`config.mk`:
```
export PLATFORM = sky130hd
export DESIGN_NAME = uart_cmd_rx
export DESIGN_NICKNAME = d
export VERILOG_FILES = /design/src/rtl/uart_cmd_rx.sv
export SDC_FILE = /design/constraint.sdc
export NUM_CORES = 1
export LEC_CHECK = 0
export BUFFER_PORTS_ARGS = -buffer_cell sky130_fd_sc_hd__buf_2
export CAP_MARGIN = 40
export CORE_MARGIN = 2
export CORE_UTILIZATION = 49
export DETAILED_ROUTE_END_ITERATION = 10
export PLACE_DENSITY = 0.67
export SKIP_CTS_REPAIR_TIMING = 1
export SLEW_MARGIN = 10
export SYNTH_ARGS = -nofsm -noshare
export SYNTH_HDL_FRONTEND = slang
export SYNTH_SLANG_ARGS = --single-unit
```
`constraint.sdc`:
```
create_clock -name clk -period 2.6 [get_ports clk]
set_input_delay 0.13 -clock clk [delete_from_list [all_inputs] [get_ports clk]]
set_output_delay 0.13 -clock clk [all_outputs]
set_load 0.05 [all_outputs]
```
`src/rtl/uart_cmd_rx.sv`:
```
// 8N1 UART receiver for the BLE command link: synchronizes RX, samples each bit at its
// centre and hands bytes to the command decoder through a rdy/clr_rdy handshake.
module uart_cmd_rx #(
    parameter int BAUD_DIV = 2604,
    parameter int HALF_DIV = BAUD_DIV / 2
) (
    input  logic       clk,
    input  logic       rst,
    input  logic       RX,
    input  logic       clr_rdy,
    output logic [7:0] rx_data,
    output logic       rdy,
    output logic       frm_err,
    output logic       ovr_err,
    output logic       busy
);

    typedef enum logic [1:0] {
        IDLE  = 2'd0,
        START = 2'd1,
        DATA  = 2'd2,
        STOP  = 2'd3
    } state_t;

    localparam logic [11:0] BAUD_RELOAD = 12'(BAUD_DIV - 1);
    localparam logic [11:0] HALF_RELOAD = 12'(HALF_DIV - 1);

    logic        rx_meta_r;
    logic        rx_sync_r;
    logic        rx_prev_r;
    state_t      state_r;
    state_t      state_nxt_s;
    logic [11:0] baud_cnt_r;
    logic [11:0] baud_cnt_nxt_s;
    logic [2:0]  bit_cnt_r;
    logic [2:0]  bit_cnt_nxt_s;
    logic [7:0]  shift_r;
    logic [7:0]  shift_nxt_s;
    logic        start_det_s;
    logic        baud_zero_s;
    logic        load_byte_s;
    logic        frame_bad_s;

    // Only a fresh high-to-low edge starts a frame, so a line held low never retriggers.
    assign start_det_s = rx_prev_r & ~rx_sync_r;
    assign baud_zero_s = (baud_cnt_r == 12'd0);

    // Two-flop synchronizer plus edge-history flop, preset to the idle-high level.
    always_ff @(posedge clk) begin
        if (rst) begin
            rx_meta_r <= 1'b1;
            rx_sync_r <= 1'b1;
            rx_prev_r <= 1'b1;
        end else begin
            rx_meta_r <= RX;
            rx_sync_r <= rx_meta_r;
            rx_prev_r <= rx_sync_r;
        end
    end

    // Next-state and datapath-update logic for the frame sequencer.
    always_comb begin
        state_nxt_s    = state_r;
        baud_cnt_nxt_s = baud_cnt_r;
        bit_cnt_nxt_s  = bit_cnt_r;
        shift_nxt_s    = shift_r;
        load_byte_s    = 1'b0;
        frame_bad_s    = 1'b0;
        case (state_r)
            IDLE: begin
                if (start_det_s) begin
                    baud_cnt_nxt_s = HALF_RELOAD;
                    state_nxt_s    = START;
                end else begin
                    state_nxt_s = IDLE;
                end
            end
            START: begin
                if (!baud_zero_s) begin
                    baud_cnt_nxt_s = baud_cnt_r - 12'd1;
                end else if (rx_sync_r) begin
                    state_nxt_s = IDLE;
                end else begin
                    baud_cnt_nxt_s = BAUD_RELOAD;
                    bit_cnt_nxt_s  = 3'd0;
                    state_nxt_s    = DATA;
                end
            end
            DATA: begin
                if (baud_zero_s) begin
                    shift_nxt_s    = {rx_sync_r, shift_r[7:1]};
                    bit_cnt_nxt_s  = bit_cnt_r + 3'd1;
                    baud_cnt_nxt_s = BAUD_RELOAD;
                    if (bit_cnt_r == 3'd7) begin
                        state_nxt_s = STOP;
                    end else begin
                        state_nxt_s = DATA;
                    end
                end else begin
                    baud_cnt_nxt_s = baud_cnt_r - 12'd1;
                end
            end
            STOP: begin
                if (baud_zero_s) begin
                    if (rx_sync_r) begin
                        load_byte_s = 1'b1;
                    end else begin
                        frame_bad_s = 1'b1;
                    end
                    state_nxt_s = IDLE;
                end else begin
                    baud_cnt_nxt_s = baud_cnt_r - 12'd1;
                end
            end
            default: begin
                state_nxt_s = IDLE;
            end
        endcase
    end

    // Sequencer state, counters and shift register.
    always_ff @(posedge clk) begin
        if (rst) begin
            state_r    <= IDLE;
            baud_cnt_r <= 12'd0;
            bit_cnt_r  <= 3'd0;
            shift_r    <= 8'h00;
        end else begin
            state_r    <= state_nxt_s;
            baud_cnt_r <= baud_cnt_nxt_s;
            bit_cnt_r  <= bit_cnt_nxt_s;
            shift_r    <= shift_nxt_s;
        end
    end

    // Registered outputs; a byte load takes priority over a simultaneous clr_rdy.
    always_ff @(posedge clk) begin
        if (rst) begin
            rx_data <= 8'h00;
            rdy     <= 1'b0;
            frm_err <= 1'b0;
            ovr_err <= 1'b0;
            busy    <= 1'b0;
        end else begin
            frm_err <= frame_bad_s;
            ovr_err <= load_byte_s & rdy & ~clr_rdy;
            busy    <= (state_nxt_s != IDLE);
            if (load_byte_s) begin
                rx_data <= shift_r;
                rdy     <= 1'b1;
            end else if (clr_rdy) begin
                rx_data <= rx_data;
                rdy     <= 1'b0;
            end else begin
                rx_data <= rx_data;
                rdy     <= rdy;
            end
        end
    end

endmodule
```
# ---- After elaboration in Yosys (flattened, before gate mapping)
# Cells that the tools add are included.
# Widths: inputs -> output; s select.
dict set report word_totals {
  input_bits 4
  out_inout_bits 12
  regBits 40
}
dict set report op_classes {
  bitwise 7
  mux 23
  reduce_logical 9
  n_eq_ne 10
  addsub 2
}
# operator count
set op_table {}
lappend op_table {{$mux 12} 5}
lappend op_table {{$pmux 12 s4} 1}
lappend op_table {{$logic_not 12->1} 1}
lappend op_table {{$sub 12x1->12 const B} 1}
lappend op_table {{$ne 2x2->1 const B} 5}
lappend op_table {{$mux 3} 3}
lappend op_table {{$mux 1} 8}
lappend op_table {{$mux 2} 4}
lappend op_table {{$pmux 2 s4} 1}
lappend op_table {{$pmux 3 s2} 1}
lappend op_table {{$reduce_bool 2->1} 3}
lappend op_table {{$eq 2x2->1 const B} 2}
lappend op_table {{$not 1->1} 4}
lappend op_table {{$reduce_and 4->1} 1}
lappend op_table {{$add 3x1->3 const B} 1}
lappend op_table {{$and 1x1->1} 3}
lappend op_table {{$eq 3x3->1 const B} 1}
lappend op_table {{$ne 3x3->1 const B} 1}
lappend op_table {{$reduce_and 3->1} 1}
lappend op_table {{$reduce_or 3->1} 1}
lappend op_table {{$eq 2x1->1 const B} 1}
lappend op_table {{$logic_not 2->1} 1}
lappend op_table {{$reduce_and 2->1} 1}

# ---- Depth between registers and ports, before layout
# Gate-level depths: netlist (run 1).
dict set report logic_depth {
  depth_word 5
  depth_mapped 9
  mapped_depth_nobuf 7
}

# ---- Least setup slack after synthesis (run 1)
# Ideal clock, no wire load.
dict set report synth_timing {
  path_type {reg-to-reg}
  start {reg baud_cnt_r[0]}
  end {reg baud_cnt_r[10]}
  synth_period_minus_slack_ns 2.213
  setup_slack_ns 0.387
  setup_ns 0.079
  arrival_ns 2.134
  path_stages_with_launch 9
  required_time_ns 2.521
  path_buffers 1
  cell_sequence {dfxtp_1 > inv_1 > ha_1 > or4b_4 > buf_6 > o41ai_4 > a31oi_1 > or3_1 > a211oi_2}
}
dict set report synth_via {
  elab_chain_len 3
  word_cells_on_any_way 9
}
# item line_no
set synth_lines {}
lappend synth_lines {{from (decl)} 33} ;# logic [11:0] baud_cnt_r;
lappend synth_lines {{from (signal assigned)} 130} ;# baud_cnt_r <= baud_cnt_nxt_s;
lappend synth_lines {{$sub 12x1->12 / $logic_not 12->1 (equally long branches)} n/a}
lappend synth_lines {{$mux 12, or another cell as far along} 104} ;# if (baud_zero_s) begin
lappend synth_lines {{$pmux 12 s4 / $reduce_and 3->1 (equally long branches)} n/a}
# Parallel ways exist; a longest one is shown, timed or not. The select of a mux whose other input is x is not followed.
# A chain may end at the register's enable or synchronous reset.

# ---- Final worst setup path (run 1)
dict set report layout_timing {
  start {reg baud_cnt_r[4]}
  end {reg baud_cnt_r[11]}
}
# The elaborated chain is that of the path after synthesis.

==> summary.md, run 1 <==
| Metric | Value |
|---|---|
| Relative slew margins | 58.2% |
| Non-Filler Instances | roughly 300 |
| RSZ-0062 raised after global routing | no |
| DR WL/cell | 13.4 um |
| Die Area | between 4000 and 5000 sq um |
| Share of cells above drive strength 1 | 15.7% |
| Simple-gate portion of the synthesized area | between 20% and 30% |
| Htree depth | 2 |
| Hold crit path type | input port to flip-flop |
| PortBufs | 15 |
| Power per cell area | about 630 nW/um^2 |
| Status | finished, final reports clean |
| Global route total overflow | 0 |
| Iter 0 DRT Violations | between 80 and 90 |
| Critical path class | flip-flop to flip-flop |
| Worst Path Max Fanout | 9 |
| XOR/XNOR share of the synthesized area | 0% |
| Initial antenna violation count | 0 |
| Die extent in y | 66.6 um |
| Seq pwr share | between 40% and 50% |
| Remaining antenna violation count after routing | 0 |
| Post-synthesis sequential area ratio | a little over two fifths |
| Crit path DAT | around 2.6 ns |
| Worst slew pin tran | 0.627 ns |
| Post-DP HPWL | around 2800 um |
| Yosys cell types | 37 |
| Clock power frac | 37.1% |
| Gr usage total | around a fifth |
| Syn Area/Cell | approximately 8.3 sq um |
| Fin Setup TNS | 0 ns |
| Fin crit period | ~2.4 ns |
| Synth warn | 0 |
| CP max stage delay | 0.69 ns |
| Post-Synthesis Cells | between 200 and 250 |
| Max-cap violation count | 0 |
| Syn Nets | 244 |
| Gp weighted congestion | between 0.8 and 0.9 |
| Maximum vdd drop | about 0.00034 V |
| IO Pins | 16 |
| Area growth from synthesis to layout | 11.7% |
| Vias | ~1700 |
| Multiplexer share of the synthesized area | less than 1% |
| Startpoint Class | flip-flop |
| Vias in the first global route | around 1400 |
| Critical-path cell list | or4_1 -> nor4_1 -> nor2_1 -> nor2_1 -> a21o_1 |
| Rows | 22 |
| First-pass GRT wire length | roughly 6500 um |
| Final wirelength | 3960 um |
| Inserted Clock Buffers | 5 |
| Pint | 0.000990 W |
| Switching pwr | approximately 0.00036 W |
| Largest family of logic cells by synthesized area | simple AND/OR/NAND/NOR gates |
| Hold Vio Cnt, Final | 0 |
| Placed Instances | 288 |
| Area of the mapped netlist | 1920 sq um |
| Switching share of power | between 20% and 30% |
| Critical Path End Type | flip-flop |
| Core Area | around 3700 sq um |
| Detailed Routing Iterations Pass 1 | 4 |
| Crit path top cell by count | nor2_1 |
| Drt drc | 0 |
| Compound-Gate Fraction of Synth Area | 19.2% |
| Final Setup Violations | 0 |
| DIE WIDTH | 66.6 um |
| Flops & latches, synth | 40 |
| Slew Limit Fails | 0 |
| Clock-pin slew on the worst setup and hold paths | around 0.080 ns |
| Slowest CP cell | or4_1 |
| Antenna Cells | 0 |
| Clock tree from TritonCTS | built |
| Worst-skew pair later-pin latency | a little under 0.3 ns |
| Fin Clk Skew | slightly below 0.009 ns |
| Num Clock Sinks | 40 |
| Avg Vias per Cell | 5.61 |
| Root buffer cell | clkbuf_8 |
| Gate power share | between 10% and 20% |
| Largest net degree at the start of global routing | 36 |
| Leak Pwr | approximately 0.89 nW |
| Adder-Cell Fraction of Synth Area | 5.21% |
| Nets | approximately 260 |
| Period utilisation layout | 92.1% |
| Initial Utilization | a little over 50% |
| Clock tree buffer depth | 2 |
| Critical Path RT | 2.84 ns |
| Peak Freq | roughly 420 MHz |
state kept, by name, indices dropped and copies added, names as in the netlist:
name        flops
baud_cnt_r     12
rx_data         8
shift_r         8
bit_cnt_r       3
state_r         2
busy            1
frm_err         1
ovr_err         1
rdy             1
rx_meta_r       1
rx_prev_r       1
rx_sync_r       1
layout by cell type (no fill, tap or decap), types with 2 or more instances in the layout:
| cell | synthesis | final |
|---|---|---|
| o21ai_0 | 6 | 6 |
| dfxtp_1 | 40 | 40 |
| or4_1 | 2 | 2 |
| inv_1 | 9 | 9 |
| nor3_1 | 17 | 17 |
| a21oi_1 | 30 | 30 |
| a21o_1 | 6 | 6 |
| a31oi_1 | 5 | 5 |
| nand2_1 | 32 | 32 |
| buf_4 | 0 | 5 |
| buf_2 | 3 | 15 |
| nand3_1 | 13 | 13 |
| nor3b_1 | 2 | 2 |
| nand4_1 | 3 | 3 |
| ha_1 | 8 | 8 |
| nor4_1 | 4 | 4 |
| clkbuf_8 | 0 | 5 |
| o31ai_1 | 2 | 2 |
| or2_2 | 4 | 4 |
| nor2_1 | 13 | 13 |
| nand2b_1 | 4 | 4 |
| or3_1 | 4 | 4 |
cell type report:
class / count / area, sq um
Multi-Input combinational cell: 170 / 1010
Clock inverter: 2 / 35.0
Tap cell: 48 / 60.1
Inverter: 9 / 33.8
Fill cell: 348 / 1570
Sequential cell: 40 / 801
Clock buffer: 6 / 72.6
Timing Repair Buffer: 21 / 133
layer usage:
layer	global-route usage (%)	vias up	wire, um
met5	0	-	0
met4	5.36	0	42
met3	6.08	5	175
met2	29.4	32	1730
met1	27.0	764	2010
li1	-	859	-
critical path, delay by kind of cell (launching register included):
family	cells	cell delay, ns
DFF	1	0.40
and+or+nand+nor	4	1.77
AOI/OAI and AO/OA	1	0.16
final timing paths:
path | slack [ns] | start | to | cells after the start
worst min register to register | 0.41 | rx_meta_r | rx_sync_r | 1
worst min-delay path | 0.01 | RX | rx_meta_r | 2
worst max-delay path | 0.21 | baud_cnt_r[4] | baud_cnt_r[11] | 5
worst max register to register | 0.21 | baud_cnt_r[4] | baud_cnt_r[11] | 5
cell usage after synthesis (all sizes together):
| cell type | count | area (sq um) |
|---|---|---|
| dfxtp | 40 | 801 |
| nand2 | 32 | 120 |
| a21oi | 30 | 150 |
| nor3 | 17 | 85.1 |
| nand3 | 13 | 65.1 |
| nor2 | 13 | 48.8 |
| inv | 9 | 33.8 |
| ha | 8 | 100 |
| a21o | 7 | 53.8 |
| clkbuf | 7 | 26.3 |
| buf | 6 | 48.8 |
| o21ai | 6 | 30.0 |
| a31oi | 5 | 31.3 |
| nor4 | 5 | 46.3 |
| nand2b | 4 | 25.0 |
| or2 | 4 | 25.0 |
| or3 | 4 | 25.0 |
| nand4 | 3 | 18.8 |
| nor3b | 3 | 27.5 |
| or4 | 3 | 23.8 |
| a211oi | 2 | 20.0 |
| o31ai | 2 | 15.0 |
| a2111oi | 1 | 8.76 |
| mux2i | 1 | 10.0 |
| nor4b | 1 | 8.76 |
| o211ai | 1 | 7.51 |
| o22ai | 1 | 6.26 |
| o2bb2ai | 1 | 8.76 |
| o32ai | 1 | 8.76 |
| o41ai | 1 | 27.5 |
| or4b | 1 | 13.8 |
power groups by stage:
| stage | clock (W) | sequential (W) | combinational (W) |
|---|---|---|---|
| finish | 0.000500 | 0.000640 | 0.000207 |
| global route | 0.000542 | 0.000642 | 0.000228 |
| CTS | 0.000512 | 0.000640 | 0.000206 |
| detailed placement | 0 | 0.000654 | 0.000205 |
| global placement | 0 | 0.000654 | 0.000204 |
| floorplan | 0 | 0.000649 | 0.000161 |
per-stage QoR:
stage | power (W) | worst slack (ns) | util (%) | hold WS, ns | instance area, sq um
5_1_grt | 0.00141 | 0.0684 | 57.7 | 0.00662 | 2150
2_1_floorplan | 0.000810 | 0.387 | - | 0.234 | 1920
3_5_place_dp | 0.000860 | 0.239 | 54.8 | 0.316 | 2040
3_3_place_gp | 0.000858 | 0.258 | 54.8 | 0.314 | 2040
4_1_cts | 0.00136 | 0.209 | 57.7 | 0.00623 | 2150
6_report | 0.00135 | 0.206 | 57.7 | 0.0105 | 2150
cell families (layout without fill, tap and decap cells):
| group | count (synthesis) | in the layout |
|---|---|---|
| simple gates | 103 | 103 |
| compound gates | 58 | 58 |
| flops | 40 | 40 |
| buf+inv | 22 | 38 |
| fa+ha+maj | 8 | 8 |
| mux | 1 | 1 |
No activity file was read; power rests on OpenSTA's default activity.
==> run 2: changes to the inputs <==
--- a/config.mk
+++ b/config.mk
@@ -5,12 +5,14 @@
 export SDC_FILE = /design/constraint.sdc
 export NUM_CORES = 1
 export LEC_CHECK = 0
-export BUFFER_PORTS_ARGS = -buffer_cell sky130_fd_sc_hd__buf_2
+export BUFFER_PORTS_ARGS = -buffer_cell sky130_fd_sc_hd__buf_4
 export CAP_MARGIN = 40
+export CELL_PAD_IN_SITES_DETAIL_PLACEMENT = 1
+export CELL_PAD_IN_SITES_GLOBAL_PLACEMENT = 2
 export CORE_MARGIN = 2
-export CORE_UTILIZATION = 49
+export CORE_UTILIZATION = 24
 export DETAILED_ROUTE_END_ITERATION = 10
-export PLACE_DENSITY = 0.67
+export PLACE_DENSITY_LB_ADDON = 0.1
 export SKIP_CTS_REPAIR_TIMING = 1
 export SLEW_MARGIN = 10
 export SYNTH_ARGS = -nofsm -noshare
==> run 2 against run 1 <==
Register-to-register slack improved by 0.09 ns. Hold slack got worse by 0.0018 ns. Setup slack improved by 0.093 ns. Largest power group unchanged.
==> summary.md, run 2 (synthesis results as in run 1) <==
| Metric | Value |
|---|---|
| Status | finished, final reports clean |
| Total power | around 0.0014 W |
| PortBufs | 15 |
| Num Clock Sinks | 40 |
| Critical Path RT | roughly 2.8 ns |
| Gp weighted congestion | roughly 0.71 |
| Largest register by flop count | baud_cnt_r |
| Slew Limit Fails | 0 |
| IO Pins | 16 |
| Fin util | 29.9% |
| Fin Clk Skew | between 0.007 and 0.008 ns |
| Non-Filler Instances | 357 |
| Worst slew pin tran | around 0.64 ns |
| Clock-pin slew on the worst setup and hold paths | 0.08 ns |
| Initial Utilization | between 20 and 25% |
| Vias | 1686 |
| Die Area | ~8700 sq um |
| RSZ-0062 raised after global routing | no |
| Hold Vio Cnt, Final | 0 |
| Placed Instances | around 350 |
| FF-to-FF path depth | 8 |
| FF-to-FF Start | baud_cnt_r[0] |
| Area growth from synthesis to layout | 20.5% |
| Root buffer cell | clkbuf_8 |
| Relative slew margins | a little under three fifths |
| Inserted Clock Buffers | 5 |
| Top flop regs | baud_cnt_r x12, rx_data x8, shift_r x8 |
| Crit path DAT | 2.48 ns |
| Reg-to-reg slack, setup | between 0.2 and 0.3 ns |
| Antenna Cells | 0 |
| Post-route cell area | 2310 sq um |
| Critical Path End Type | flip-flop |
| Power per cell area | about 600 nW/um^2 |
| Grt met3 use | between 2 and 3% |
| Max reg flops | 12 |
| Max-cap violation count | 0 |
| Largest net degree at the start of global routing | 36 |
| Clock tree from TritonCTS | built |
| Fin crit period | roughly 2.3 ns |
| Reg2reg end | shift_r[7] |
| Avg Vias per Cell | roughly 4.7 |
| Vias in the first global route | 1706 |
| Commonest non-fill, non-tap cell in the layout | dfxtp_1 |
| Global route total overflow | 0 |
| Period utilisation layout | between 80% and 90% |
| Leak Pwr | between 0.9 and 1 nW |
| DR WL/cell | around 15 um |
| Met1 global-route usage | 17.8% |
| Worst Setup SP | baud_cnt_r[0] |
| Rows | 32 |
| Most frequent cells in the layout | dfxtp_1, nand2_1, a21oi_1 |
| Detailed Routing Iterations Pass 1 | 4 |
| Final Setup Violations | 0 |
| Worst-skew pair later-pin latency | approximately 0.30 ns |
| DIE WIDTH | slightly above 90 um |
| First-pass GRT wire length | 8950 um |
| Hold path start | RX |
| Gr usage total | between 10% and 20% |
| Iter 0 DRT Violations | 65 |
| Met2 usage | between 20% and 30% |
| Post-DP HPWL | roughly 3800 um |
| Critical path class | flip-flop to flip-flop |
| Htree depth | 2 |
| DP Area | between 2000 and 2500 sq um |
| Gr busiest metal | met2 |
| Hold Path Depth | 2 |
| Peak Freq | roughly 430 MHz |
| Final wirelength | roughly 5200 um |
| Nets | around 270 |
| Remaining antenna violation count after routing | 0 |
| Die extent in y | 93.5 um |
| Clock tree buffer depth | 2 |
| Maximum vdd drop | 0.000184 V |
| Worst Path Max Fanout | 12 |
| Initial antenna violation count | 0 |
| Fin Setup TNS | 0 ns |
| Hold crit path type | input port to flip-flop |
| Startpoint Class | flip-flop |
| Worst hold path endpoint | rx_meta_r |
| Core Area | approximately 7700 sq um |
| Drt drc | 0 |
| Share of cells above drive strength 1 | a little under 20% |
-- run 2: cell type report --
cell class,count,area (sq um)
Fill cell,931,5410
Multi-Input combinational cell,170,1020
Sequential cell,40,801
Timing Repair Buffer,28,210
Tap cell,102,128
Clock buffer,6,82.6
Clock inverter,2,38.8
Inverter,9,33.8
-- run 2: where the power goes --
group	switching, W	internal, W	total (W)
registers	0.0000133	0.000624	0.000637
logic	0.000141	0.0000820	0.000223
clock network	0.000238	0.000314	0.000552
-- run 2: layer usage --
layer	up-vias	share of wire, %
li1	870	-
met1	793	51
met2	18	45
met3	5	2.6
met4	0	1.3
met5	-	0
-- run 2: per-stage QoR --
stage / setup slack [ns] / hold WS, ns
floorplan: 0.387 / 0.234
global route: 0.0675 / 0.00545
finish: 0.299 / 0.00863
CTS: -0.0249 / 0.00145
global placement: 0.275 / 0.318
detailed placement: 0.207 / 0.318
-- run 2: how the worst max path moves through the flow --
stage | cells after the start | slack [ns] | endpoint
floorplan | 8 | 0.39 | baud_cnt_r[10]
global placement | 7 | 0.27 | baud_cnt_r[3]
detailed placement | 7 | 0.21 | baud_cnt_r[3]
CTS | 7 | -0.02 | baud_cnt_r[5]
global route | 8 | 0.07 | shift_r[7]
finish | 8 | 0.30 | shift_r[7]
-- run 2: worst max-delay path: stages, from the launching register on --
cell     delay [ns]
dfxtp_1        0.36
inv_1          0.10
ha_1           0.16
or4b_4         0.53
nor3_1         0.34
buf_4          0.25
nand2_1        0.20
a21oi_1        0.20
nor2_1         0.05
==> run 3: changes to the inputs <==
--- a/config.mk
+++ b/config.mk
@@ -5,6 +5,7 @@
 export SDC_FILE = /design/constraint.sdc
 export NUM_CORES = 1
 export LEC_CHECK = 0
+export ABC_AREA = 1
 export BUFFER_PORTS_ARGS = -buffer_cell sky130_fd_sc_hd__buf_4
 export CAP_MARGIN = 40
 export CELL_PAD_IN_SITES_DETAIL_PLACEMENT = 1
==> run 3 against run 2 <==
Power decreased by 1.4%. Clock skew barely moved. Die area up 4.3%. Clock power decreased by 2%. Largest power group unchanged. Final area rose by 1.1%. Count of clock-buffer cells in the layout shrank 1. Global-route usage down 0.56 points. Combinational power decreased by 4%. Hold slack improved by 0.0039 ns. Critical path depth increased by 1. Synthesized cell count increased by 27%. Critical path type unchanged. Sequential power hardly changed.
==> summary.md, run 3 <==
| Metric | Value |
|---|---|
| PortBufs | 15 |
| Root buffer cell | clkbuf_8 |
| Post-Synthesis Cells | about 300 |
| Avg Vias per Cell | approximately 4.3 |
| Max reg flops | 12 |
| Clock power frac | approximately two fifths |
| FF-to-FF Start | baud_cnt_r[0] |
| Fin Clk Skew | 0.00819 ns |
| Largest net degree at the start of global routing | 20 |
| Die Area | approximately 9100 sq um |
| Worst-skew pair later-pin latency | roughly 0.3 ns |
| Register area | around 800 sq um |
| Fin crit period | 1.84 ns |
| Synth warn | 0 |
| Inserted Clock Buffers | 5 |
| Drt drc | 0 |
| DIE WIDTH | 95.4 um |
| Hold crit path type | input port to flip-flop |
| Fin Setup TNS | 0 ns |
| Max-cap violation count | 0 |
| Yosys cell types | 24 |
| Ys async rst share | 0% |
| Critical Path RT | about 2.8 ns |
| Flops & latches, synth | 40 |
| Vias | approximately 1800 |
| Gr usage total | about an eighth |
| Syn Nets | between 300 and 400 |
| Num Clock Sinks | 40 |
| Post-route cell area | 2340 sq um |
| Core Area | roughly 8000 sq um |
| Crit path DAT | roughly 2.0 ns |
| Area of the mapped netlist | approximately 2000 sq um |
| CP endpoint | shift_r[1] |
| Iter 0 DRT Violations | 59 |
| Initial antenna violation count | 0 |
| Die extent in y | 95.4 um |
| Switching share of power | 29.4% |
| Post-DP HPWL | around 3800 um |
| Slew Limit Fails | 0 |
| Maximum vdd drop | between 0.0002 and 0.0003 V |
| Htree depth | 2 |
| Syn Area/Cell | between 6 and 7 sq um |
| Clock tree buffer depth | 2 |
| Hold Slack | ~0.012 ns |
| Nets | approximately 330 |
| Worst Setup SP | baud_cnt_r[0] |
| Clock-pin slew on the worst setup and hold paths | 0.09 ns |
| Period utilisation layout | ~70% |
| Critical path class | flip-flop to flip-flop |
| Leak Pwr | around 1.2 nW |
| Area growth from synthesis to layout | 16.6% |
| Synth Flop Type | dfxtp_1 |
| Top flop regs | baud_cnt_r x12, rx_data x8, shift_r x8 |
| Non-Filler Instances | 419 |
| Post-synthesis sequential area ratio | about two fifths |
| Top-count cell post-synth | nand2_1 |
| Gp weighted congestion | around 0.70 |
| Clock tree from TritonCTS | built |
| Pint | between 0.0009 and 0.001 W |
| IO Pins | 16 |
| Area leader, netlist | dfxtp_1 |
| Rows | 33 |
| Share of cells above drive strength 1 | 12.4% |
| Initial Utilization | 24.5% |
| Remaining antenna violation count after routing | 0 |
| Footprint of the multi-input gates | ~1000 sq um |
| Most frequent cells in the layout | nand2_1, nor2_1, inv_1 |
| Total power | approximately 0.0014 W |
| RSZ-0062 raised after global routing | no |
| Antenna Cells | 0 |
| Commonest non-fill, non-tap cell in the layout | nand2_1 |
| Post-synth EDFFs | 0 |
| Yosys top cell area share | between 30% and 40% |
| Global route total overflow | 0 |
| Detailed Routing Iterations Pass 1 | 4 |
| Reg2reg end | shift_r[1] |
| Hold Vio Cnt, Final | 0 |
| Post-synth top cells | nand2_1, nor2_1, inv_1, dfxtp_1 |
| Critical Path End Type | flip-flop |
| Gate power share | about 15% |
| Status | finished, final reports clean |
| Worst slew pin tran | 0.698 ns |
| First-pass GRT wire length | between 8000 and 9000 um |
| Worst Path Max Fanout | 14 |
| DR WL/cell | roughly 12 um |
| Synth area leaders | dfxtp_1, nand2_1, nor2_1 |
| Reg-to-reg slack, setup | approximately 0.76 ns |
| Relative slew margins | between 50% and 60% |
| Vias in the first global route | around 1800 |
| Peak Freq | ~540 MHz |
| FF-to-FF path depth | 9 |
| Seq pwr share | a little under half |
| Startpoint Class | flip-flop |
| Final Setup Violations | 0 |
| Fillers | between 1000 and 1500 |
| Power per cell area | 595 nW/um^2 |
| Placed Instances | approximately 410 |
| Switching pwr | between 0.0004 and 0.0005 W |
| Largest register by flop count | baud_cnt_r |
| DP Area | between 2000 and 2500 sq um |
| Final wirelength | 5160 um |
## run 3: cell count changes in the layout (fill, tap and decap cells not counted), sizes merged, moves of 5 or more
cell   change
buf       -12
a21oi     -18
nor4       -5
nand2     +53
a31oi      -5
nor2      +41
nor3      -14
a21o       -7
o21ai     +12
inv       +34
nand3      +7
## run 3: worst min-delay path by stage
stage | start | end | depth (start not counted)
floorplan | RX | rx_meta_r | 1
global placement | RX | rx_meta_r | 2
detailed placement | RX | rx_meta_r | 2
CTS | RX | rx_meta_r | 2
global route | RX | rx_meta_r | 2
finish | RX | rx_meta_r | 2
## run 3: through the flow
step	setup WS, ns	util (%)
floorplan	1.10	-
global placement	0.743	27.2
detailed placement	0.747	27.2
CTS	0.717	28.6
global route	0.548	28.6
finish	0.756	28.6
## run 3: cells by family (layout without fill, tap and decap cells)
kind of cell,Yosys count,count (layout),share of synthesized area (%)
AOI/OAI and AO/OA,31,31,8.04
xor gates and xnor gates,3,3,1.31
adders and majority gates,8,8,4.99
buffers and inverters,47,66,9.54
DFF,40,40,39.9
and+or+nand+nor,166,166,36.2
## run 3: final cells by class
type	instances	share of cell area, %
Clock inverter	3	1.98
Timing Repair Buffer	16	5.13
Sequential cell	40	34.2
Multi-Input combinational cell	208	43.4
Clock buffer	5	2.94
Tap cell	105	5.61
Inverter	42	6.74
## run 3: worst max-delay path, stage by stage (launching register included)
cell and delay [ns]:
dfxtp_1 0.31, inv_1 0.16, ha_1 0.21, nand3_1 0.12
nor2_4 0.19, nand2_4 0.09, nor2_4 0.26, inv_1 0.20
nor2_1 0.13, nor2_1 0.05
## run 3: power groups by stage
stage	Sequential, W	Combinational [W]	Clock [W]
2_1_floorplan	0.000652	0.000162	0
3_3_place_gp	0.000651	0.000219	0
3_5_place_dp	0.000652	0.000217	0
4_1_cts	0.000637	0.000218	0.000568
5_1_grt	0.000640	0.000249	0.000597
6_report	0.000637	0.000214	0.000543
## run 3: layer usage
metal / global-route usage, % / share of wire, % / vias up
met5: 0 / 0 / -
met3: 2.92 / 2.5 / 6
li1: - / - / 939
met1: 16.8 / 50 / 826
met4: 3.57 / 1.3 / 0
met2: 20.2 / 47 / 14
